File: config.mk
export PLATFORM = sky130hd
export DESIGN_NAME = alarm_trigger_flat
export DESIGN_NICKNAME = d
export VERILOG_FILES = /design/src/rtl/alarm_trigger_if.sv /design/src/rtl/alarm_trigger.sv /design/src/flat_wrapper.sv
export SDC_FILE = /design/constraint.sdc
export NUM_CORES = 1
export LEC_CHECK = 0
export CELL_PAD_IN_SITES_DETAIL_PLACEMENT = 1
export CELL_PAD_IN_SITES_GLOBAL_PLACEMENT = 1
export CORE_AREA = 5 5 96 98
export CTS_BUF_LIST = sky130_fd_sc_hd__clkbuf_2
export DETAILED_ROUTE_END_ITERATION = 8
export DIE_AREA = 0 0 101 103
export PLACE_DENSITY = 0.88
export SETUP_SLACK_MARGIN = 0.5
export SYNTH_ARGS = -nofsm -noshare
export SYNTH_HDL_FRONTEND = slang
export SYNTH_SLANG_ARGS = --single-unit
File: constraint.sdc
create_clock -name clk_1khz -period 7.82 [get_ports clk_1khz]
set_input_delay 1.173 -clock clk_1khz [delete_from_list [all_inputs] [get_ports clk_1khz]]
set_output_delay 1.173 -clock clk_1khz [all_outputs]
set_load 0.05 [all_outputs]
File: src/rtl/alarm_trigger_if.sv
// alarm_trigger_if: time/alarm compare inputs, buttons and alarm outputs
// master drives en, time_in, alarm_in, stop, snooze; slave drives buzzer, ringing, snoozing, snooze_left
interface alarm_trigger_if;
  logic        en;
  logic [31:0] time_in;
  logic [31:0] alarm_in;
  logic        stop;
  logic        snooze;
  logic        buzzer;
  logic        ringing;
  logic        snoozing;
  logic [1:0]  snooze_left;
  modport master (
    output en, time_in, alarm_in, stop, snooze,
    input  buzzer, ringing, snoozing, snooze_left
  );
  modport slave (
    input  en, time_in, alarm_in, stop, snooze,
    output buzzer, ringing, snoozing, snooze_left
  );
endinterface

File: src/rtl/alarm_trigger.sv
// alarm_trigger: rings a gated 500 Hz buzzer when the clock time reaches the alarm time
// clk_1khz/rst: 1 kHz clock, sync active-high reset
// bus.en arms the alarm; bus.time_in/alarm_in packed nibble times; bus.stop/snooze level buttons
// bus.buzzer tone, bus.ringing/snoozing state flags, bus.snooze_left snoozes remaining
module alarm_trigger #(
  parameter int RING_MS     = 60000,
  parameter int SNOOZE_MS   = 300000,
  parameter int BEEP_PERIOD = 500,
  parameter int MAX_SNOOZE  = 3
) (
  input logic clk_1khz,
  input logic rst,
  alarm_trigger_if.slave bus
);
  localparam int RW = $clog2(RING_MS);
  localparam int SW = $clog2(SNOOZE_MS);
  localparam int BW = $clog2(BEEP_PERIOD);
  typedef enum logic [1:0] {IDLE, RING, SNOOZE} state_t;
  state_t state_q, state_d;
  logic [RW-1:0] ring_cnt_q, ring_cnt_d;
  logic [SW-1:0] snz_cnt_q, snz_cnt_d;
  logic [BW-1:0] beep_cnt_q, beep_cnt_d;
  logic [1:0] snooze_left_q, snooze_left_d;
  logic tone_q, tone_d;
  logic match, match_q, stop_q, snooze_q;
  logic trigger, stop_p, snooze_p;
  logic buzzer_q, buzzer_d, ringing_q, ringing_d, snoozing_q, snoozing_d;
  logic unused;
  // separator nibbles carry no time information
  assign match = (bus.time_in[31:24] == bus.alarm_in[31:24]) &
                 (bus.time_in[19:12] == bus.alarm_in[19:12]) &
                 (bus.time_in[7:0]   == bus.alarm_in[7:0]);
  assign unused = ^{bus.time_in[23:20], bus.time_in[11:8], bus.alarm_in[23:20], bus.alarm_in[11:8]};
  assign trigger  = match & ~match_q;
  assign stop_p   = bus.stop & ~stop_q;
  assign snooze_p = bus.snooze & ~snooze_q;
  always_ff @(posedge clk_1khz) begin
    if (rst) begin
      state_q       <= IDLE;
      ring_cnt_q    <= '0;
      snz_cnt_q     <= '0;
      beep_cnt_q    <= '0;
      snooze_left_q <= 2'(MAX_SNOOZE);
      tone_q        <= 1'b0;
      match_q       <= 1'b0;
      stop_q        <= 1'b0;
      snooze_q      <= 1'b0;
      buzzer_q      <= 1'b0;
      ringing_q     <= 1'b0;
      snoozing_q    <= 1'b0;
    end else begin
      state_q       <= state_d;
      ring_cnt_q    <= ring_cnt_d;
      snz_cnt_q     <= snz_cnt_d;
      beep_cnt_q    <= beep_cnt_d;
      snooze_left_q <= snooze_left_d;
      tone_q        <= tone_d;
      match_q       <= match;
      stop_q        <= bus.stop;
      snooze_q      <= bus.snooze;
      buzzer_q      <= buzzer_d;
      ringing_q     <= ringing_d;
      snoozing_q    <= snoozing_d;
    end
  end
  // tone starts high on every entry into RING so each ring phase begins with an audible gate
  always_comb begin
    state_d       = state_q;
    ring_cnt_d    = ring_cnt_q;
    snz_cnt_d     = snz_cnt_q;
    beep_cnt_d    = beep_cnt_q;
    snooze_left_d = snooze_left_q;
    tone_d        = tone_q;
    if (!bus.en) begin
      state_d = IDLE;
    end else begin
      case (state_q)
        IDLE: if (trigger) begin
          state_d       = RING;
          ring_cnt_d    = '0;
          beep_cnt_d    = '0;
          tone_d        = 1'b1;
          snooze_left_d = 2'(MAX_SNOOZE);
        end
        RING: if (stop_p) begin
          state_d = IDLE;
        end else if (snooze_p && snooze_left_q != 2'd0) begin
          state_d       = SNOOZE;
          snooze_left_d = snooze_left_q - 2'd1;
          snz_cnt_d     = '0;
        end else if (ring_cnt_q == RW'(RING_MS - 1)) begin
          state_d = IDLE;
        end else begin
          ring_cnt_d = ring_cnt_q + 1'b1;
          beep_cnt_d = beep_cnt_q == BW'(BEEP_PERIOD - 1) ? '0 : beep_cnt_q + 1'b1;
          tone_d     = ~tone_q;
        end
        SNOOZE: if (stop_p) begin
          state_d = IDLE;
        end else if (snz_cnt_q == SW'(SNOOZE_MS - 1)) begin
          state_d    = RING;
          ring_cnt_d = '0;
          beep_cnt_d = '0;
          tone_d     = 1'b1;
        end else begin
          snz_cnt_d = snz_cnt_q + 1'b1;
        end
        default: state_d = IDLE;
      endcase
    end
  end
  // outputs are decoded from the next state so they register on the same edge as the state
  always_comb begin
    ringing_d  = state_d == RING;
    snoozing_d = state_d == SNOOZE;
    buzzer_d   = ringing_d & tone_d & (beep_cnt_d < BW'(BEEP_PERIOD / 2));
  end
  assign bus.buzzer      = buzzer_q;
  assign bus.ringing     = ringing_q;
  assign bus.snoozing    = snoozing_q;
  assign bus.snooze_left = snooze_left_q;
endmodule

File: src/flat_wrapper.sv
// flat-port wrapper written by rule: the top's interface ports become plain ports
module alarm_trigger_flat 
#(
  parameter int RING_MS     = 60000,
  parameter int SNOOZE_MS   = 300000,
  parameter int BEEP_PERIOD = 500,
  parameter int MAX_SNOOZE  = 3
)
  (clk_1khz, rst, bus_en, bus_time_in, bus_alarm_in, bus_stop, bus_snooze, bus_buzzer, bus_ringing, bus_snoozing, bus_snooze_left);
  alarm_trigger_if bus_i ();
  input logic clk_1khz;
  input logic rst;
  input wire logic [$bits(bus_i.en)-1:0] bus_en;
  input wire logic [$bits(bus_i.time_in)-1:0] bus_time_in;
  input wire logic [$bits(bus_i.alarm_in)-1:0] bus_alarm_in;
  input wire logic [$bits(bus_i.stop)-1:0] bus_stop;
  input wire logic [$bits(bus_i.snooze)-1:0] bus_snooze;
  output wire logic [$bits(bus_i.buzzer)-1:0] bus_buzzer;
  output wire logic [$bits(bus_i.ringing)-1:0] bus_ringing;
  output wire logic [$bits(bus_i.snoozing)-1:0] bus_snoozing;
  output wire logic [$bits(bus_i.snooze_left)-1:0] bus_snooze_left;
  assign bus_i.en = bus_en;
  assign bus_i.time_in = bus_time_in;
  assign bus_i.alarm_in = bus_alarm_in;
  assign bus_i.stop = bus_stop;
  assign bus_i.snooze = bus_snooze;
  assign bus_buzzer = bus_i.buzzer;
  assign bus_ringing = bus_i.ringing;
  assign bus_snoozing = bus_i.snoozing;
  assign bus_snooze_left = bus_i.snooze_left;
  alarm_trigger #(.RING_MS(RING_MS), .SNOOZE_MS(SNOOZE_MS), .BEEP_PERIOD(BEEP_PERIOD), .MAX_SNOOZE(MAX_SNOOZE)) u_core (.clk_1khz(clk_1khz), .rst(rst), .bus(bus_i));
endmodule
Word-level counts from Yosys, hierarchy flattened
Cells that the tools add are included.
- flip-flop bits (word level): 55
- bits in latches: 0
- bits in writable memories: 0
- bits in read-only memories: 0
- output and inout bits: 5
- logic and storage cells: 96
- memories: 0
- add/sub/neg operators: 4
- multipliers: 0
- divide/modulo/power cells: 0
- order comparisons: 1
- equal/unequal tests: 18
- shifts and indexed selects: 0
- muxes and demuxes: 41
- bitwise logic cells: 11
- reduce and logical (&&, ||, !) cells: 9
- operators with widths (operator ; count):
    two-way mux 16 bit ; 6
    two-way mux 19 bit ; 4
    two-way mux 9 bit ; 8
    case mux 16 bit (3 select lines) ; 1
    case mux 19 bit (2 select lines) ; 1
    case mux 9 bit (3 select lines) ; 1
    equality test 8 bit ; 3
    two-way mux 2 bit ; 10
    adder 19 x 1 -> 19 bit, second input constant ; 1
    equality test 19 bit, second input constant ; 1
    adder 16 x 1 -> 16 bit, second input constant ; 1
    equality test 16 bit, second input constant ; 1
    != test 2 bit, second input constant ; 5
    adder 9 x 1 -> 9 bit, second input constant ; 1
    equality test 9 bit, second input constant ; 1
    less-than comparator 9 x 8 -> 1 bit, second input constant ; 1
    AND reduction 8 bit ; 1
    bitwise AND 1 bit ; 7
    two-way mux 1 bit ; 7
    != test 2 x 1 -> 1 bit, second input constant ; 3
    case mux 2 bit (3 select lines) ; 1
    AND reduction 6 bit ; 1
    nonzero test 2 bit ; 3
    AND reduction 5 bit ; 1
    9 further kinds ; 14

Longest topological paths before layout
- depth in word-level cells: 10
- mapped depth: 10
- gate-level depth less buffers: 9

Least setup slack after synthesis
Ideal clock, no wire load.
- path type: input-to-reg
- start point: input port bus_alarm_in[19]
- end point: register u_core.ring_cnt_q[14]
- arrival: 2998 ps
- required time: 7750 ps
- slack: 4752 ps
- stages on the path: 8
- buffers on the path: 1
- cells stage by stage: xnor2_1 -> nand4_1 -> nor4_2 -> a21oi_1 -> or3b_1 -> buf_2 -> or3_1 -> a21oi_1
- longest elaborated chain between the ends: 6
- ends and longest elaborated chain (item ; line ; RTL):
    start, declared ; flat_wrapper.sv:15 ; input wire logic [$bits(bus_i.alarm_in)-1:0] bus_alarm_in;
    equality test 8 bit ; alarm_trigger.sv:31 ; (bus.time_in[19:12] == bus.alarm_in[19:12]) &
    bitwise AND 1 bit ; alarm_trigger.sv:30 ; assign match = (bus.time_in[31:24] == bus.alarm_in[31:24]) &
    bitwise AND 1 bit ; alarm_trigger.sv:31 ;
    bitwise AND 1 bit ; alarm_trigger.sv:34 ; assign trigger = match & ~match_q;
    != test 2 x 1 -> 1 bit (no line) ; n/a ;
    AND reduction 8 bit (no line) ; n/a ;
    end signal, assigned ; alarm_trigger.sv:53 ; ring_cnt_q <= ring_cnt_d;
    end, declared ; alarm_trigger.sv:20 ; logic [RW-1:0] ring_cnt_q, ring_cnt_d;
No other way between the ends.
A chain may end at the register's enable or synchronous reset.

Worst setup path in the final report
- start point: input port bus_snooze
- end point: register u_core.ring_cnt_q[4]
- longest elaborated chain between the ends: 4
- ends and longest elaborated chain (item ; line ; RTL):
    start, declared ; flat_wrapper.sv:17 ; input wire logic [$bits(bus_i.snooze)-1:0] bus_snooze;
    bitwise AND 1 bit ; alarm_trigger.sv:36 ; assign snooze_p = bus.snooze & ~snooze_q;
    logical AND 1 bit ; alarm_trigger.sv:87 ; end else if (snooze_p && snooze_left_q != 2'd0) begin
    != test 2 bit (no line) ; n/a ;
    AND reduction 8 bit (no line) ; n/a ;
No other way between the ends.

==> results.md <==
- The flow ran to the end, and the final reports show no timing, DRC or antenna violations.
- The floorplan step defined a core boundary enclosing 0.00838 sq mm.
- The first global-routing pass estimated 15300 microns of wire.
- The cell row count is 34.
- Counting along the longest clock path gives a buffer depth of 2.
- In this run the horizontal extent of the chip is 101 microns.
- After detailed routing, the wire length on met1 is 3870 microns.
- Summing the sequential cell areas from Yosys gives about a third of the chip area.
- Following the worst setup path forward leads to its endpoint at u_core.ring_cnt_q[4].
- The worst setup path is captured at a register.
- The number of failing hold endpoints at the final stage is 0.
- The number of antenna violations at the first check in global routing came to 0.
- The fraction of the mapped netlist area in simple logic gates is 33.1%.
- In this run the tightest slew margin relative to its limit is between 20% and 30%.
- The number of pins exceeding their max-slew limit in the final report is 0.
- Of the cells placed in the final design, the portion with a size suffix greater than 1 is 4.26%.
- For the pin with the worst max-slew slack, the measured transition is 1080 ps.
- Synthesis produced a netlist with a net count of 469.
- The worst register-to-register path ends at u_core.ring_cnt_q[4].
- In this run switching power makes up between 20% and 30% of total power.
- The via count of the first global-routing pass is 3321.
- The synthesized netlist devotes 3.43% of its cell area to adder and majority cells.
- After filler insertion, the fill cell instance count of the layout stands at 986.
- The number of instances in the synthesized netlist is ~390.
- The wire length on met3 is about 610 microns.
- The highest layer touched by signal routing is met4.
- The proportion of register bits with asynchronous set or reset after synthesis is 0%.
- The via total after detailed routing is 3169.
- The number of synthesis warnings is 0.
- The synthesized netlist devotes 12.2% of its cell area to compound gates.
- The area after detailed placement is 0.00395 sq mm.
- The final worst clock skew is 15.8 ps.
- The clock transition time at the flip-flop clock pins of the worst setup and hold paths is between 200 and 300 ps.
- The synthesized netlist devotes a little over an eighth of its cell area to XOR and XNOR gates.
- Synthesis inferred 55 register bits.
- The root buffer cell is sky130_fd_sc_hd__clkbuf_2.
- The maximum fanout along the worst path is 14.
- In this run the tool buffered the top-level ports with between 50 and 60 buffer cells.
- The cts-stage hold buffer count is 0.
- The number of clock buffers added by TritonCTS is 5.
- In the final timing run, aggregate negative setup slack is 0 ps.
- The final weighted congestion of routability-driven global placement is 0.847.
- The count of distinct cell types in the synthesized netlist is between 50 and 60.
- The starting utilization of the core area is 39.1%.
- The worst register-to-register path has a depth of 8.
- The primary flip-flop cell chosen by synthesis mapping is sky130_fd_sc_hd__dfxtp_1.
- The min-delay analysis places its worst path in the category register to register.
- The ratio of final minimum period to clock period is 53.1%.
- The worst path required time is about 8200 ps.
- The kind of critical path is primary input to register.
- The flop-to-flop setup slack is 3950 ps.
- The cell area after synthesis is 0.00328 sq mm.
- Global routing finished with a remaining overflow of 0.
- The area growth from synthesis to layout is 23.3%.
- The net count of the finished layout is 523.
- The total leakage power is 1.37 nW.
- The total clock sinks is 55.
- The critical path data arrival time is ~4500 ps.
- Setup repair after global routing left no endpoint under its margin.
- The number of vias per cell is 5.72.
- After legalization and detailed placement, the total HPWL measured 7110 microns.
- After clock tree synthesis, the repair step resized 0 gates.
- After layout, the minimum clock period comes to between 4000 and 5000 ps.
- The start of the worst register-to-register path is u_core.ring_cnt_q[0].
- The startpoint type of the worst setup path is a primary input.
- The final layout contains routed wiring with a total length of 9060 microns.
- The start point of the critical path is bus_snooze.
- Max-cap violations in this run came to 0.
- The per-instance average area after synthesis is 8.39 sq um.
- The finished layout cell area is roughly 0.0040 sq mm.
- The detailed router finished its first iteration with about 180 violations.
- The die covers between 0.01 and 0.015 sq mm.
- The portion of synthesized area spent on multiplexers is 1.22%.
- After detailed routing, the number of remaining DRC violations is 0.
- Global routing used between 10% and 20% of the available tracks across all layers.
- Setup violations remaining at the end of the flow were counted as 0.
- The TritonCTS clock tree is built.
- Counting flops with a built-in enable in the synthesized netlist gives 0.
- The worst voltage drop across the vdd grid is 68.3 uV.
- In this run, the clock network consumes 34.1% of the power.
- After detailed routing, the average wire length per cell comes to between 15 and 20 microns.
- The internal power is 0.403 mW.
- Once layout is complete, the utilization of the core stands at 48.3%.
- Entering global routing, the biggest net connects 24 pins.
- The maximum level of the CTS H-tree is 2.
- 0 antenna diodes ended up in the layout.
- The tightest hold path in the finished design has a slack of 500 ps.
- The post-layout total power is 0.517 mW.
- The total power per unit cell area is 128 mW/mm^2.
- The worst-skew pair later-pin latency is 450 ps.
- The combinational family with the most area after synthesis is simple AND/OR/NAND/NOR gates.
- The boundary pin count is 74.
- The number of optimization iterations in the first detailed-route pass is 4.
- The number of setup buffers added after CTS is 0.
- The top achievable clock speed is 241 MHz.
- The die is ~100 microns tall.
- The net switching power figure is 0.113 mW.
- The share of total power dissipated in sequential elements is 54.8%.
- Once detail routing completed, the nets flagged for antenna violations numbered 0.
- In the detailed route, the total length drawn on met2 is approximately 4500 microns.
- Per report_power, the combinational group accounts for around 11% of the total.
placed cells by master, fill, tap and decap left out, types with 4 or more instances in the layout:
master | Yosys | layout
sky130_fd_sc_hd__dfxtp_1 | 55 | 55
sky130_fd_sc_hd__a21oi_1 | 14 | 14
sky130_fd_sc_hd__clkbuf_2 | 0 | 5
sky130_fd_sc_hd__xnor2_1 | 37 | 37
sky130_fd_sc_hd__o21ai_0 | 10 | 10
sky130_fd_sc_hd__and2_1 | 5 | 5
sky130_fd_sc_hd__nand2b_1 | 4 | 4
sky130_fd_sc_hd__xor2_1 | 14 | 14
sky130_fd_sc_hd__clkdlybuf4s50_1 | 0 | 57
sky130_fd_sc_hd__nand3_1 | 14 | 14
sky130_fd_sc_hd__nor2b_1 | 4 | 4
sky130_fd_sc_hd__o22ai_1 | 4 | 4
sky130_fd_sc_hd__nand4_1 | 22 | 22
sky130_fd_sc_hd__nor2_1 | 57 | 57
sky130_fd_sc_hd__nor4_1 | 4 | 4
sky130_fd_sc_hd__nand2_1 | 20 | 20
sky130_fd_sc_hd__ha_1 | 9 | 9
sky130_fd_sc_hd__and4_1 | 5 | 5
sky130_fd_sc_hd__mux2i_1 | 4 | 4
sky130_fd_sc_hd__inv_1 | 11 | 11
sky130_fd_sc_hd__nor4bb_1 | 5 | 5
sky130_fd_sc_hd__and3_1 | 10 | 10
sky130_fd_sc_hd__nor3_1 | 10 | 10
sky130_fd_sc_hd__nor4b_1 | 10 | 10
sequential cells by signal, summed over array words and instances (netlist names):
signal                  flops
u_core.match_q              1
u_core.bus.buzzer           1
u_core.bus.snooze_left      2
u_core.state_q              2
u_core.stop_q               1
u_core.bus.ringing          1
u_core.bus.snoozing         1
u_core.tone_q               1
u_core.snz_cnt_q           19
u_core.ring_cnt_q          16
u_core.snooze_q             1
u_core.beep_cnt_q           9
through the flow:
step	worst slack, ps	instances
finish	3670	554
global route	3440	554
CTS	3680	554
detailed placement	3130	546
global placement	3260	546
floorplan	4750	391
critical path, cell delays in order:
cell and delay, ps:
sky130_fd_sc_hd__clkdlybuf4s50_1 420, sky130_fd_sc_hd__or3b_1 240, sky130_fd_sc_hd__nand2_1 150, sky130_fd_sc_hd__o21ai_1 330, sky130_fd_sc_hd__nand3b_1 400, sky130_fd_sc_hd__or3b_1 710, sky130_fd_sc_hd__o21bai_1 930, sky130_fd_sc_hd__nor2_1 140
power groups by stage:
stage	combinational [mW]	clock (mW)	sequential, mW
global route	0.0621	0.194	0.284
floorplan	0.0233	0	0.288
detailed placement	0.0581	0	0.288
CTS	0.0582	0.183	0.283
global placement	0.0560	0	0.288
finish	0.0574	0.176	0.283
synth_stat cells, drive strengths merged (2+ instances only):
cell / instances / area share [%]
mux2i: 4 / 1.2
nand2b: 4 / 0.76
o22ai: 4 / 0.76
a31oi: 3 / 0.57
dfxtp: 55 / 34
a21o: 2 / 0.46
o32ai: 2 / 0.53
buf: 3 / 0.46
or3b: 3 / 0.80
a2111oi: 2 / 0.72
and4: 5 / 1.3
nor3b: 2 / 0.46
nor2: 57 / 6.5
a21oi: 14 / 2.1
nand3b: 3 / 0.69
nor4b: 11 / 3.4
or3: 3 / 0.57
o21bai: 2 / 0.46
nand4: 23 / 4.6
nand2: 20 / 2.3
nand3: 15 / 2.4
nor2b: 4 / 0.76
inv: 11 / 1.3
and2: 5 / 0.95
o31ai: 4 / 1.3
a22oi: 2 / 0.46
xor2: 14 / 3.7
a211oi: 3 / 0.69
o21ai: 11 / 1.7
o41ai: 3 / 0.80
clkbuf: 9 / 1.0
and3: 11 / 2.1
ha: 9 / 3.4
xnor2: 37 / 9.9
nor3: 10 / 1.5
nor4bb: 5 / 1.5
nor4: 5 / 1.1
logic make-up (layout without fill, tap and decap cells):
logic type	Yosys count	count (layout)
adder cells (fa/ha/maj)	9	9
AND/OR/NAND/NOR	190	190
multiplexers	4	4
XOR/XNOR	51	51
buffers and inverters	24	79
flip-flops	55	55
AO/OA/AOI/OAI	58	58
worst min-delay path by stage:
stage	start	to	slack, ps	cells after the start
floorplan	u_core.ring_cnt_q[15]	u_core.ring_cnt_q[15]	450	2
global placement	u_core.ring_cnt_q[15]	u_core.ring_cnt_q[15]	460	2
detailed placement	u_core.ring_cnt_q[15]	u_core.ring_cnt_q[15]	470	2
CTS	u_core.ring_cnt_q[15]	u_core.ring_cnt_q[15]	500	2
global route	u_core.ring_cnt_q[15]	u_core.ring_cnt_q[15]	510	2
finish	u_core.ring_cnt_q[15]	u_core.ring_cnt_q[15]	500	2
metal layers:
metal,track usage (%),up-vias
met5,0,-
met2,32.3,94
met3,4.67,11
met1,21.7,1536
li1,-,1528
met4,4.40,0
final cells by class:
| cell class | instances | area [sq um] | share of cell area, % |
|---|---|---|---|
| inverters | 12 | 45.0 | 1.11 |
| clock inverters | 3 | 67.6 | 1.67 |
| well taps | 108 | 135 | 3.34 |
| flip-flops and latches | 55 | 1100 | 27.2 |
| repair buffers | 59 | 586 | 14.5 |
| multi-input cells | 312 | 2080 | 51.5 |
| clock buffers | 5 | 25.0 | 0.619 |
Note: power is estimated with default switching activity, not from simulation.
